<file path="src/rtl/pipeline_stall_ctrl_pkg.sv">
// pipeline_stall_ctrl_pkg: state encodings and default timing constants for the stall controller
package pipeline_stall_ctrl_pkg;
  typedef enum logic [1:0] {
    ST_RUN    = 2'b00,
    ST_STALL  = 2'b01,
    ST_FLUSH  = 2'b10,
    ST_HALTED = 2'b11
  } ctrl_state_t;
  localparam int FLUSH_LEN_DEF = 1;
  localparam int MAX_STALL_DEF = 4;
endpackage

</file>
<file path="src/rtl/pipeline_stall_ctrl_sat_counter.sv">
// sat_counter: up-counter with synchronous clear that sticks at all-ones instead of wrapping
module sat_counter #(
  parameter int W = 16
) (
  input  logic         clk,
  input  logic         rst,
  input  logic         inc,
  input  logic         clr,
  output logic [W-1:0] q
);
  always_ff @(posedge clk or posedge rst)
    if (rst) q <= '0;
    else if (clr) q <= '0;
    else if (inc && !(&q)) q <= q + 1'b1;
endmodule

</file>
<file path="src/rtl/pipeline_stall_ctrl.sv">
// pipeline_stall_ctrl: pipeline write-enable/squash/bubble control, stall watchdog and
// optional perf counters (enabled by defining PIPE_PERF_CNT_EN)
module pipeline_stall_ctrl
  import pipeline_stall_ctrl_pkg::*;
#(
  parameter int FLUSH_LEN = FLUSH_LEN_DEF,
  parameter int MAX_STALL = MAX_STALL_DEF,
  parameter int CNT_W     = 16
) (
  input  logic             clk,
  input  logic             rst,
  input  logic             stall,
  input  logic             flush,
  input  logic             halt,
  output logic             pcWrite,
  output logic             ifidWrite,
  output logic             ifidFlush,
  output logic             idexBubble,
  output logic [1:0]       ctrlState,
  output logic             stallErr,
  output logic [CNT_W-1:0] stallCount,
  output logic [CNT_W-1:0] flushCount
);
  ctrl_state_t state, state_nxt;
  logic [2:0]  sq, sq_nxt;
  logic [3:0]  cons;
  logic        stall_hit, bub_cnt;
  always_comb begin
    state_nxt  = state;
    sq_nxt     = sq;
    pcWrite    = 1'b1;
    ifidWrite  = 1'b1;
    ifidFlush  = 1'b0;
    idexBubble = 1'b0;
    stall_hit  = 1'b0;
    bub_cnt    = 1'b0;
    if (flush) begin
      ifidFlush  = 1'b1;
      idexBubble = 1'b1;
      state_nxt  = (FLUSH_LEN == 0) ? ST_RUN : ST_FLUSH;
      sq_nxt     = 3'(FLUSH_LEN);
    end else if (state == ST_FLUSH) begin
      ifidFlush  = 1'b1;
      idexBubble = 1'b1;
      state_nxt  = (sq <= 3'd1) ? ST_RUN : ST_FLUSH;
      sq_nxt     = sq - 3'd1;
    end else if (state == ST_HALTED) begin
      pcWrite    = 1'b0;
      ifidWrite  = 1'b0;
      idexBubble = 1'b1;
      bub_cnt    = 1'b1;
    end else if (stall) begin
      pcWrite    = 1'b0;
      ifidWrite  = 1'b0;
      idexBubble = 1'b1;
      stall_hit  = 1'b1;
      bub_cnt    = 1'b1;
      state_nxt  = ST_STALL;
    end else if (halt) begin
      pcWrite    = 1'b0;
      ifidWrite  = 1'b0;
      state_nxt  = ST_HALTED;
    end else begin
      state_nxt  = ST_RUN;
    end
  end
  // any cycle without an honoured stall breaks the consecutive run
  sat_counter #(.W(4)) u_cons (.clk, .rst, .inc(stall_hit), .clr(!stall_hit), .q(cons));
  always_ff @(posedge clk or posedge rst)
    if (rst) begin
      state    <= ST_RUN;
      sq       <= '0;
      stallErr <= 1'b0;
    end else begin
      state    <= state_nxt;
      sq       <= sq_nxt;
      stallErr <= stallErr | (stall_hit && cons >= 4'(MAX_STALL - 1));
    end
  assign ctrlState = state;
`ifdef PIPE_PERF_CNT_EN
  sat_counter #(.W(CNT_W)) u_scnt (.clk, .rst, .inc(bub_cnt), .clr(1'b0), .q(stallCount));
  sat_counter #(.W(CNT_W)) u_fcnt (.clk, .rst, .inc(flush), .clr(1'b0), .q(flushCount));
`else
  logic unused_bub;
  assign unused_bub = bub_cnt;
  assign stallCount = '0;
  assign flushCount = '0;
`endif
endmodule

</file>
<file path="config.mk">
export PLATFORM = sky130hd
export DESIGN_NAME = pipeline_stall_ctrl
export DESIGN_NICKNAME = d
export VERILOG_FILES = /design/src/rtl/pipeline_stall_ctrl_pkg.sv /design/src/rtl/pipeline_stall_ctrl_sat_counter.sv /design/src/rtl/pipeline_stall_ctrl.sv
export SDC_FILE = /design/constraint.sdc
export NUM_CORES = 1
export LEC_CHECK = 0
export CORE_UTILIZATION = 37
export DETAILED_ROUTE_END_ITERATION = 8
export PLACE_DENSITY = 0.87
export SETUP_SLACK_MARGIN = 0.15
export SLEW_MARGIN = 20
export SYNTH_ARGS = -nofsm -noshare
export SYNTH_HDL_FRONTEND = slang
export SYNTH_SLANG_ARGS = --single-unit
</file>
<file path="constraint.sdc">
create_clock -name clk -period 2.1 [get_ports clk]
set_clock_uncertainty 0.2 [all_clocks]
set_input_delay 0.42 -clock clk [delete_from_list [all_inputs] [get_ports clk]]
set_output_delay 0.42 -clock clk [all_outputs]
set_load 0.005 [all_outputs]
</file>
# ---- Word-level counts from Yosys, hierarchy flattened
# Cells that the tools add are included.
dict set report totals {
  input_bits 5
  register_bits 10
  elab_cells 42
  out_inout_bits 39
}
dict set report op_classes {
  n_eq_ne 4
  reduce_logical 5
  n_bitwise 1
  order_cmp 2
  n_mux 24
  addsub 2
}
# operator n
set op_table {}
lappend op_table {{1-bit 2-to-1 mux} 14}
lappend op_table {{2-bit 2-to-1 mux} 6}
lappend op_table {{4-bit 2-to-1 mux} 2}
lappend op_table {{3-bit 2-to-1 mux} 2}
lappend op_table {{4-bit by 1-bit adder with 4-bit output (second input constant)} 1}
lappend op_table {{2-bit equality test (second input constant)} 2}
lappend op_table {{4-bit by 2-bit greater-or-equal comparator with 1-bit output (second input constant)} 1}
lappend op_table {{4-bit AND reduction} 1}
lappend op_table {{3-bit by 1-bit less-or-equal comparator with 1-bit output (second input constant)} 1}
lappend op_table {{3-bit inequality test (second input constant)} 1}
lappend op_table {{3-bit by 1-bit subtractor with 3-bit output (second input constant)} 1}
lappend op_table {{1-bit logical AND} 2}
lappend op_table {{2-bit by 1-bit inequality test with 1-bit output (second input constant)} 1}
lappend op_table {{2-bit nonzero test} 1}
lappend op_table {{1-bit logical NOT} 1}
lappend op_table {{1-bit OR} 1}

# ---- Depth between registers and ports, before layout
# Gate-level depths: netlist (run 1).
dict set report depth {
  ltp_word 7
  depth_mapped 5
  ltp_nobuf 5
}

# ---- Modules after synthesis
# Synthesis (run 1) repeated with hierarchy kept, for this count alone.
dict set report unflattened {
  cells_unflattened 89
  hier_area_um2 813.3
}
# module cells_per_inst instances area_each_um2 seq_area_each_um2
set by_module_without_submodules {}
lappend by_module_without_submodules {pipeline_stall_ctrl 68 1 583.1 150.1}
lappend by_module_without_submodules {sat_counter 21 1 230.2 100.1}

# ---- Worst setup path after synthesis (run 1)
# OpenSTA, ideal clock, no wires.
dict set report synth_timing {
  path_kind {flip-flop to output port}
  startpoint {reg state[1] (netlist: ctrlState[1])}
  endpoint {out pcWrite}
  stages_incl_launch_ff 4
  t_required_ns 1.480
  arrival_time_ns 1.109
  path_buffers 1
  slack_ns 0.371
  path_cell_list {dfrtp_1 > nor2b_4 > or3_4 > buf_4}
}
dict set report synth_via {
  elab_chain_cells 4
  word_cells_on_any_way 5
  cone_classes {eq/ne (2); mux (3)}
}
# item line_no
set synth_lines {}
lappend synth_lines {{start, declared} pipeline_stall_ctrl.sv:24} ;# ctrl_state_t state, state_nxt;
lappend synth_lines {{start signal, assigned} pipeline_stall_ctrl.sv:75} ;# state <= state_nxt;
lappend synth_lines {{2-bit equality test} pipeline_stall_ctrl.sv:47} ;# end else if (state == ST_HALTED) begin
lappend synth_lines {{1-bit 2-to-1 mux} -}
lappend synth_lines {{1-bit 2-to-1 mux (*) (2 in series)} -}
lappend synth_lines {{end, declared} pipeline_stall_ctrl.sv:15} ;# output logic pcWrite,
# Every way passes the cells marked *; elsewhere a longest branch is shown, timed or not.

# ---- Worst setup path after layout (run 1)
dict set report layout_timing {
  startpoint {reg state[1] (netlist: ctrlState[1])}
  endpoint {out ifidWrite}
}
dict set report layout_via {
  elab_chain_cells 4
  word_cells_on_any_way 5
  cone_classes {eq/ne (2); mux (3)}
}
# item line_no
set layout_lines {}
lappend layout_lines {{2-bit equality test} pipeline_stall_ctrl.sv:47}
lappend layout_lines {{1-bit 2-to-1 mux} pipeline_stall_ctrl.sv:47}
lappend layout_lines {{1-bit 2-to-1 mux (*)} pipeline_stall_ctrl.sv:42} ;# end else if (state == ST_FLUSH) begin
lappend layout_lines {{1-bit 2-to-1 mux (*)} pipeline_stall_ctrl.sv:37} ;# if (flush) begin
lappend layout_lines {{end, declared} pipeline_stall_ctrl.sv:16} ;# output logic ifidWrite,
# Marks and branches as above.

==> impl_metrics.csv, run 1 <==
group,metric,value,unit
status,run_status,"finished, final reports clean",
yosys,postSynth.topFlopCell,"sky130_fd_sc_hd__dfrtp_1",
floorplan,dieArea,2248,µm²
clocking,ctsLongestPathBuffers,2,
timing,clock_period_minus_final_worst_setup_slack,1.971,ns
detailed_routing,final_antenna_net_count,0,
critical_path,worstSetupEndpointType,"output pin",
global_routing,grtUsageMet2,0.1945,
critical_path,critical_path.startpoint_type,"register",
placement,place_worst_setup_slack,-0.3473,ns
clocking,htree_num_levels,1,
detailed_routing,vias_per_cell,3.938,
timing,grt_setup_unrepaired,"yes",
timing,finalMaxSlewViolations,0,
timing,finalSetupViolCount,0,
final_layout,fillerInstances,207,
final_layout,post_layout_utilization_of_the_core,0.4401,
critical_path,cp_class,"register to output pin",
critical_path,crit_path_max_fanout,3,
final_layout,post-route-cell-area,854.6,µm²
clocking,cts_made_buffers,3,
detailed_routing,routedWlPerCell,9.862,µm
min_path,holdCritPathClass,"input port to asynchronous set/reset pin",
timing,max_freq,507.3,MHz
yosys,synth_async_sr_flop_share,1.000,
yosys,area_share_of_the_largest_cell_type_after_synthesis,0.3279,
timing,final_critical_path_setup_slack,0.1288,ns
detailed_routing,drt_pass1_iterations,4,
global_routing,grt_overflow_total,0,
placement,detailed_place_hpwl,941,µm
placement,placedInstanceArea,798.3,µm²
final_layout,layout_cell_share_with_drive_strength_beyond_1,0.1942,
critical_path,cp_num_buf_inv,1,
detailed_routing,route.final.wire_length,1282,µm
floorplan,ioPinCount,44,
power_and_ir_drop,vdd.ir_drop.worst,0.3865,mV
final_layout,insertedDiodeCount,0,
floorplan,starting_utilization_of_the_core_area,0.3930,
yosys,synth.largest_area_cell,"sky130_fd_sc_hd__dfrtp_1",
global_routing,track_usage,0.1129,
global_routing,gr-usage-met1,0.1279,
yosys,synthesis.yosys.warnings,0,
critical_path,cp_data_arrival_time,1.35,ns
clocking,cts_tree,"yes",
yosys,synth_edf_count,0,
placement,port-buffer-count,11,
yosys,mappedNetlistArea,763.2,µm²
critical_path,timing.critical_path.cells,"nor2b_4, or3_4, buf_6",
yosys,ys_ff_latch,10,
critical_path,r2r_end,"u_cons.q[2]$_DFFE_PP0P_",
yosys,sequential_fraction_of_the_synthesis_area,0.3279,
critical_path,cpMaxStageDelayCell,"sky130_fd_sc_hd__dfrtp_1",
global_routing,grt_pass1_vias,380,
timing,finalHoldViolations,0,
floorplan,floorplan.rows,16,
global_routing,grt_busiest_layer,"met2",
global_routing,antenna_violations_before_repair,0,
final_layout,syn_to_final_growth,11.97,%
timing,finalSetupTns,0,ns
timing,final.hold.worst_slack,0.2158,ns
yosys,yosys.cell_count.top_type,"sky130_fd_sc_hd__buf_4",
yosys,netlist_top_cells_count,"33 x sky130_fd_sc_hd__buf_4, 10 x sky130_fd_sc_hd__dfrtp_1, 10 x sky130_fd_sc_hd__nor2_1",
final_layout,layout.nets,113,
yosys,synth_area_per_cell,8.979,µm²
clocking,cts.sink_count,10,
clocking,ctsRootBufferMaster,"sky130_fd_sc_hd__clkbuf_4",
floorplan,placeableCoreArea,1942,µm²
final_layout,sequential_cell_area,250.2,µm²
critical_path,timing.reg2reg.setup_slack,0.68,ns
yosys,yosys.cell_types.count,25,
timing,final.period_utilization,0.9387,
global_routing,maximum_number_of_pins_on_one_net_before_global_route_repair,11,
critical_path,reg2regPathDepth,5,
clocking,clock_latency,0.28,ns
placement,gpl.final_weighted_congestion,0.6932,
critical_path,path_delay_family,"simple AND/OR/NAND/NOR gates",
power_and_ir_drop,power_density,923.1,nW/µm²
yosys,synthesis.instances,85,
critical_path,worstSetupPathDepth,3,
detailed_routing,detail_route.drc_violations,0,
floorplan,floorplan.die.height,47.42,µm
detailed_routing,total_via_count_after_detailed_routing,512,
critical_path,timing.critical_path.slowest_cell_delay,0.40,ns
power_and_ir_drop,leakage,0.4476,nW
global_routing,globalRouteMet3Util,0.04528,
run,maxCapViolations,0,
critical_path,reg2reg_launch_point,"ctrlState[1]$_DFFE_PP0P_",
critical_path,worst_ep_required_time,1.48,ns
global_routing,global_route_wire_length_before_repair,1676,µm
detailed_routing,drt_first_iter_violations,18,
clocking,cts.clk_slew.worst_paths,0.07,ns
yosys,yosys-top-cells-area,"sky130_fd_sc_hd__dfrtp_1 33%, sky130_fd_sc_hd__buf_4 32%, sky130_fd_sc_hd__ha_1 4.9%",
floorplan,fp.dieW,47.42,µm
final_layout,multi_input_comb_area,375.4,µm²
clocking,hold_buffers,0,
## placed cells by master (no fill, tap or decap)
| master | Yosys | final |
|---|---|---|
| sky130_fd_sc_hd__or2_2 | 1 | 1 |
| sky130_fd_sc_hd__a31oi_1 | 1 | 1 |
| sky130_fd_sc_hd__buf_2 | 0 | 1 |
| sky130_fd_sc_hd__conb_1 | 1 | 32 |
| sky130_fd_sc_hd__dlygate4sd2_1 | 0 | 3 |
| sky130_fd_sc_hd__a221o_2 | 1 | 1 |
| sky130_fd_sc_hd__nor2_1 | 10 | 10 |
| sky130_fd_sc_hd__nand2b_1 | 1 | 1 |
| sky130_fd_sc_hd__nand3b_1 | 1 | 1 |
| sky130_fd_sc_hd__a211oi_1 | 1 | 1 |
| sky130_fd_sc_hd__nor3b_1 | 1 | 1 |
| sky130_fd_sc_hd__clkbuf_4 | 0 | 3 |
| sky130_fd_sc_hd__mux2i_1 | 1 | 1 |
| sky130_fd_sc_hd__dfrtp_1 | 10 | 10 |
| sky130_fd_sc_hd__nand3_1 | 2 | 2 |
| sky130_fd_sc_hd__nor2b_4 | 1 | 1 |
| sky130_fd_sc_hd__or3_4 | 1 | 2 |
| sky130_fd_sc_hd__nand2_1 | 2 | 2 |
| sky130_fd_sc_hd__nor3_1 | 4 | 3 |
| sky130_fd_sc_hd__nor3_2 | 0 | 1 |
| sky130_fd_sc_hd__clkdlybuf4s50_1 | 0 | 3 |
| sky130_fd_sc_hd__xor2_1 | 1 | 1 |
| sky130_fd_sc_hd__inv_2 | 1 | 1 |
| sky130_fd_sc_hd__buf_6 | 0 | 5 |
| sky130_fd_sc_hd__buf_4 | 33 | 4 |
| sky130_fd_sc_hd__o21ai_0 | 1 | 1 |
| sky130_fd_sc_hd__xnor2_1 | 2 | 2 |
| sky130_fd_sc_hd__o21bai_1 | 1 | 1 |
| sky130_fd_sc_hd__clkdlybuf4s15_1 | 0 | 1 |
| sky130_fd_sc_hd__inv_1 | 3 | 3 |
| sky130_fd_sc_hd__ha_1 | 3 | 3 |
## stage by stage
step	std cells	total power [mW]
final	130	0.7889
after global routing	130	0.8452
after CTS	130	0.7879
after detailed placement	124	0.6142
after global placement	124	0.5939
after floorplan	116	0.5206
## repair_timing
action | in CTS | in global routing
resized for setup | 23 | 4
gates cloned | 0 | 0
buffers inserted | 3 | 0
pin swaps | 1 | 1
endpoints found under the setup margin | 5 | 4
hold endpoints to repair | 0 | 0
## cell families after synthesis
group | count (synthesis) | share of synthesized area
AO/OA/AOI/OAI | 5 | 0.04919
XOR/XNOR | 3 | 0.03443
adder cells (fa/ha/maj) | 3 | 0.04919
buffers and inverters | 37 | 0.3443
flip-flops | 10 | 0.3279
multiplexers | 1 | 0.01312
other | 1 | 0.004913
AND/OR/NAND/NOR | 25 | 0.1771
## metal layers
| layer | vias up | wire (µm) |
|---|---|---|
| li1 | 245 | - |
| met2 | 17 | 677 |
| met5 | - | 0 |
| met4 | 0 | 14 |
| met1 | 248 | 512 |
| met3 | 2 | 78 |
## cell type report
| type | count | share of cell area |
|---|---|---|
| sequential | 10 | 0.2928 |
| inverter | 4 | 0.01757 |
| clock buffer | 3 | 0.02635 |
| multi-input combinational | 69 | 0.4392 |
| timing repair buffer | 17 | 0.1845 |
| tap | 27 | 0.03953 |
## state kept, by name, summed over array words and instances (netlist names)
name / cells
u_cons.q: 4
sq: 3
ctrlState: 2
stallErr: 1
## worst max path at each step
stage / startpoint / end / slack (ns)
after global routing: ctrlState[1]$_DFFE_PP0P_ / pcWrite / 0.1
after detailed placement: flush / idexBubble / -0.35
final: ctrlState[1]$_DFFE_PP0P_ / ifidWrite / 0.13
after floorplan: ctrlState[1]$_DFFE_PP0P_ / pcWrite / 0.37
after global placement: flush / idexBubble / -0.32
after CTS: ctrlState[1]$_DFFE_PP0P_ / idexBubble / 0.09
## power breakdown
group	internal, mW	switching, mW	leakage, nW
Combinational	0.212	0.159	0.305
Clock	0.0664	0.0697	0.0138
Sequential	0.238	0.0449	0.129
Note: power is estimated with default switching activity, not from simulation.
==> run 2, diff against run 1 <==
--- a/config.mk
+++ b/config.mk
@@ -7,6 +7,7 @@
 export LEC_CHECK = 0
 export CORE_UTILIZATION = 37
 export DETAILED_ROUTE_END_ITERATION = 8
+export GPL_TIMING_DRIVEN = 0
 export PLACE_DENSITY = 0.87
 export SETUP_SLACK_MARGIN = 0.15
 export SLEW_MARGIN = 20
==> impl_metrics.csv, run 2 (same netlist as run 1, synthesis figures left out) <==
group,metric,value,unit
status,run_status,"finished, final reports clean",
floorplan,fp.dieW,47.42,µm
clocking,cts_tree,"yes",
final_layout,insertedDiodeCount,0,
clocking,ctsLongestPathBuffers,2,
power_and_ir_drop,power_density,797.5,nW/µm²
critical_path,crit_path_max_fanout,3,
timing,finalMaxSlewViolations,0,
timing,finalSetupViolCount,0,
floorplan,placeableCoreArea,1942,µm²
detailed_routing,final_antenna_net_count,0,
critical_path,critical_path.startpoint_type,"register",
timing,final_critical_path_setup_slack,0.06990,ns
final_layout,largest_reg_flops,4,
timing,finalSetupTns,0,ns
floorplan,floorplan.die.height,47.42,µm
clocking,cts.clk_slew.worst_paths,0.07,ns
detailed_routing,total_via_count_after_detailed_routing,599,
placement,detailed_place_hpwl,990.9,µm
critical_path,worstSetupEndpointType,"output pin",
global_routing,grt_overflow_total,0,
critical_path,most_frequent_cell_on_critical_path,"sky130_fd_sc_hd__buf_6",
floorplan,starting_utilization_of_the_core_area,0.3930,
clocking,cts.sink_count,10,
run,maxCapViolations,0,
critical_path,cp_class,"register to output pin",
detailed_routing,drt_first_iter_violations,4,
floorplan,floorplan.rows,16,
global_routing,maximum_number_of_pins_on_one_net_before_global_route_repair,11,
critical_path,cp_data_arrival_time,1.41,ns
detailed_routing,detail_route.drc_violations,0,
final_layout,layout_cell_share_with_drive_strength_beyond_1,0.3971,
clocking,hold_buffers,0,
clocking,clock_latency,0.27,ns
critical_path,timing.critical_path.cells,"nor2b_4, or3_4, buf_6, buf_6",
detailed_routing,drt_pass1_iterations,3,
clocking,ctsRootBufferMaster,"sky130_fd_sc_hd__clkbuf_4",
final_layout,layout.cells.most_common,"sky130_fd_sc_hd__buf_4",
min_path,holdCritPathClass,"input port to asynchronous set/reset pin",
detailed_routing,routedWlPerCell,8.822,µm
timing,grt_setup_unrepaired,"yes",
clocking,cts_made_buffers,3,
global_routing,global_route_wire_length_before_repair,1856,µm
global_routing,antenna_violations_before_repair,0,
clocking,htree_num_levels,1,
critical_path,timing.critical_path.slowest_cell_delay,0.42,ns
power_and_ir_drop,vdd.ir_drop.worst,0.4849,mV
power_and_ir_drop,total_power,0.8821,mW
power_and_ir_drop,leakage,0.6321,nW
critical_path,cpMaxStageDelayCell,"sky130_fd_sc_hd__dfrtp_2",
final_layout,largest_register,"u_cons.q",
final_layout,layout.nets,146,
placement,place_worst_setup_slack,-0.5024,ns
timing,clock_period_minus_final_worst_setup_slack,2.030,ns
critical_path,worst_ep_required_time,1.48,ns
floorplan,dieArea,2248,µm²
timing,final.period_utilization,0.9667,
placement,gpl.final_weighted_congestion,0.6556,
final_layout,final_cell_mix,"37 x sky130_fd_sc_hd__buf_4, 32 x sky130_fd_sc_hd__conb_1, 10 x sky130_fd_sc_hd__nor2_1",
timing,max_freq,492.6,MHz
placement,port-buffer-count,11,
timing,final.hold.worst_slack,0.2202,ns
timing,finalHoldViolations,0,
final_layout,syn_to_final_growth,44.92,%
detailed_routing,route.final.wire_length,1438,µm
global_routing,grt_pass1_vias,457,
detailed_routing,vias_per_cell,3.675,
global_routing,track_usage,0.1251,
floorplan,ioPinCount,44,
run 2: what timing repair did:
action,4_1_cts,5_1_grt
gates resized for setup,28,2
endpoints found under the setup margin,4,5
pin swaps,1,0
endpoints found under the hold margin,0,0
setup buffers,6,0
run 2: power by group:
group | internal [mW] | switching, mW
Clock | 0.0662 | 0.0653
Combinational | 0.285 | 0.178
Sequential | 0.240 | 0.0473
run 2: cell type report:
cell class,count,area (µm²)
plain buffers,33,251.5
clock buffers,3,22.52
fillers,181,835.8
inverters,4,15.01
multi-input cells,69,372.9
flip-flops and latches,10,251.5
well taps,27,33.78
repair buffers,17,158.9
run 2: per-layer routing:
metal / GRT usage / wire [µm] / vias up
li1: - / - / 311
met1: 0.1150 / 506 / 266
met2: 0.2411 / 825 / 17
met3: 0.04906 / 82 / 5
met4: 0.05143 / 24 / 0
met5: 0 / 0 / -
run 2: worst paths after layout:
kind / depth (start not counted) / slack [ns] / start / end
worst max-delay path: 4 / 0.07 / ctrlState[1]$_DFFE_PP0P_ / pcWrite
worst min-delay path: 2 / 0.22 / rst / u_cons.q[2]$_DFFE_PP0P_
worst max register to register: 4 / 0.63 / ctrlState[1]$_DFFE_PP0P_ / ctrlState[1]$_DFFE_PP0P_
worst min register to register: 1 / 0.31 / stallErr$_DFF_PP0_ / stallErr$_DFF_PP0_
max in group asynchronous: 2 / 1.18 / rst / ctrlState[1]$_DFFE_PP0P_
min in group clk: 1 / 0.31 / stallErr$_DFF_PP0_ / stallErr$_DFF_PP0_
run 2: per-stage QoR:
step | area [µm²] | utilization | instances
after floorplan | 879.6 | - | 116
after global placement | 1023 | 0.5271 | 154
after detailed placement | 1023 | 0.5271 | 154
after CTS | 1097 | 0.5651 | 163
after global routing | 1106 | 0.5696 | 163
final | 1106 | 0.5696 | 163
run 2: worst max-delay path: cells and delay by family (launching register included):
family                 cells  cell delay, ns
and+or+nand+nor            2            0.48
DFF                        1            0.42
buffers and inverters      2            0.23
==> run 3, diff against run 2 <==
--- a/config.mk
+++ b/config.mk
@@ -6,6 +6,7 @@
 export NUM_CORES = 1
 export LEC_CHECK = 0
 export CORE_UTILIZATION = 37
+export CTS_CLUSTER_DIAMETER = 150
 export DETAILED_ROUTE_END_ITERATION = 8
 export GPL_TIMING_DRIVEN = 0
 export PLACE_DENSITY = 0.87
==> results of run 3 <==
Final layout, timing and power as in run 2 (identical DEF).
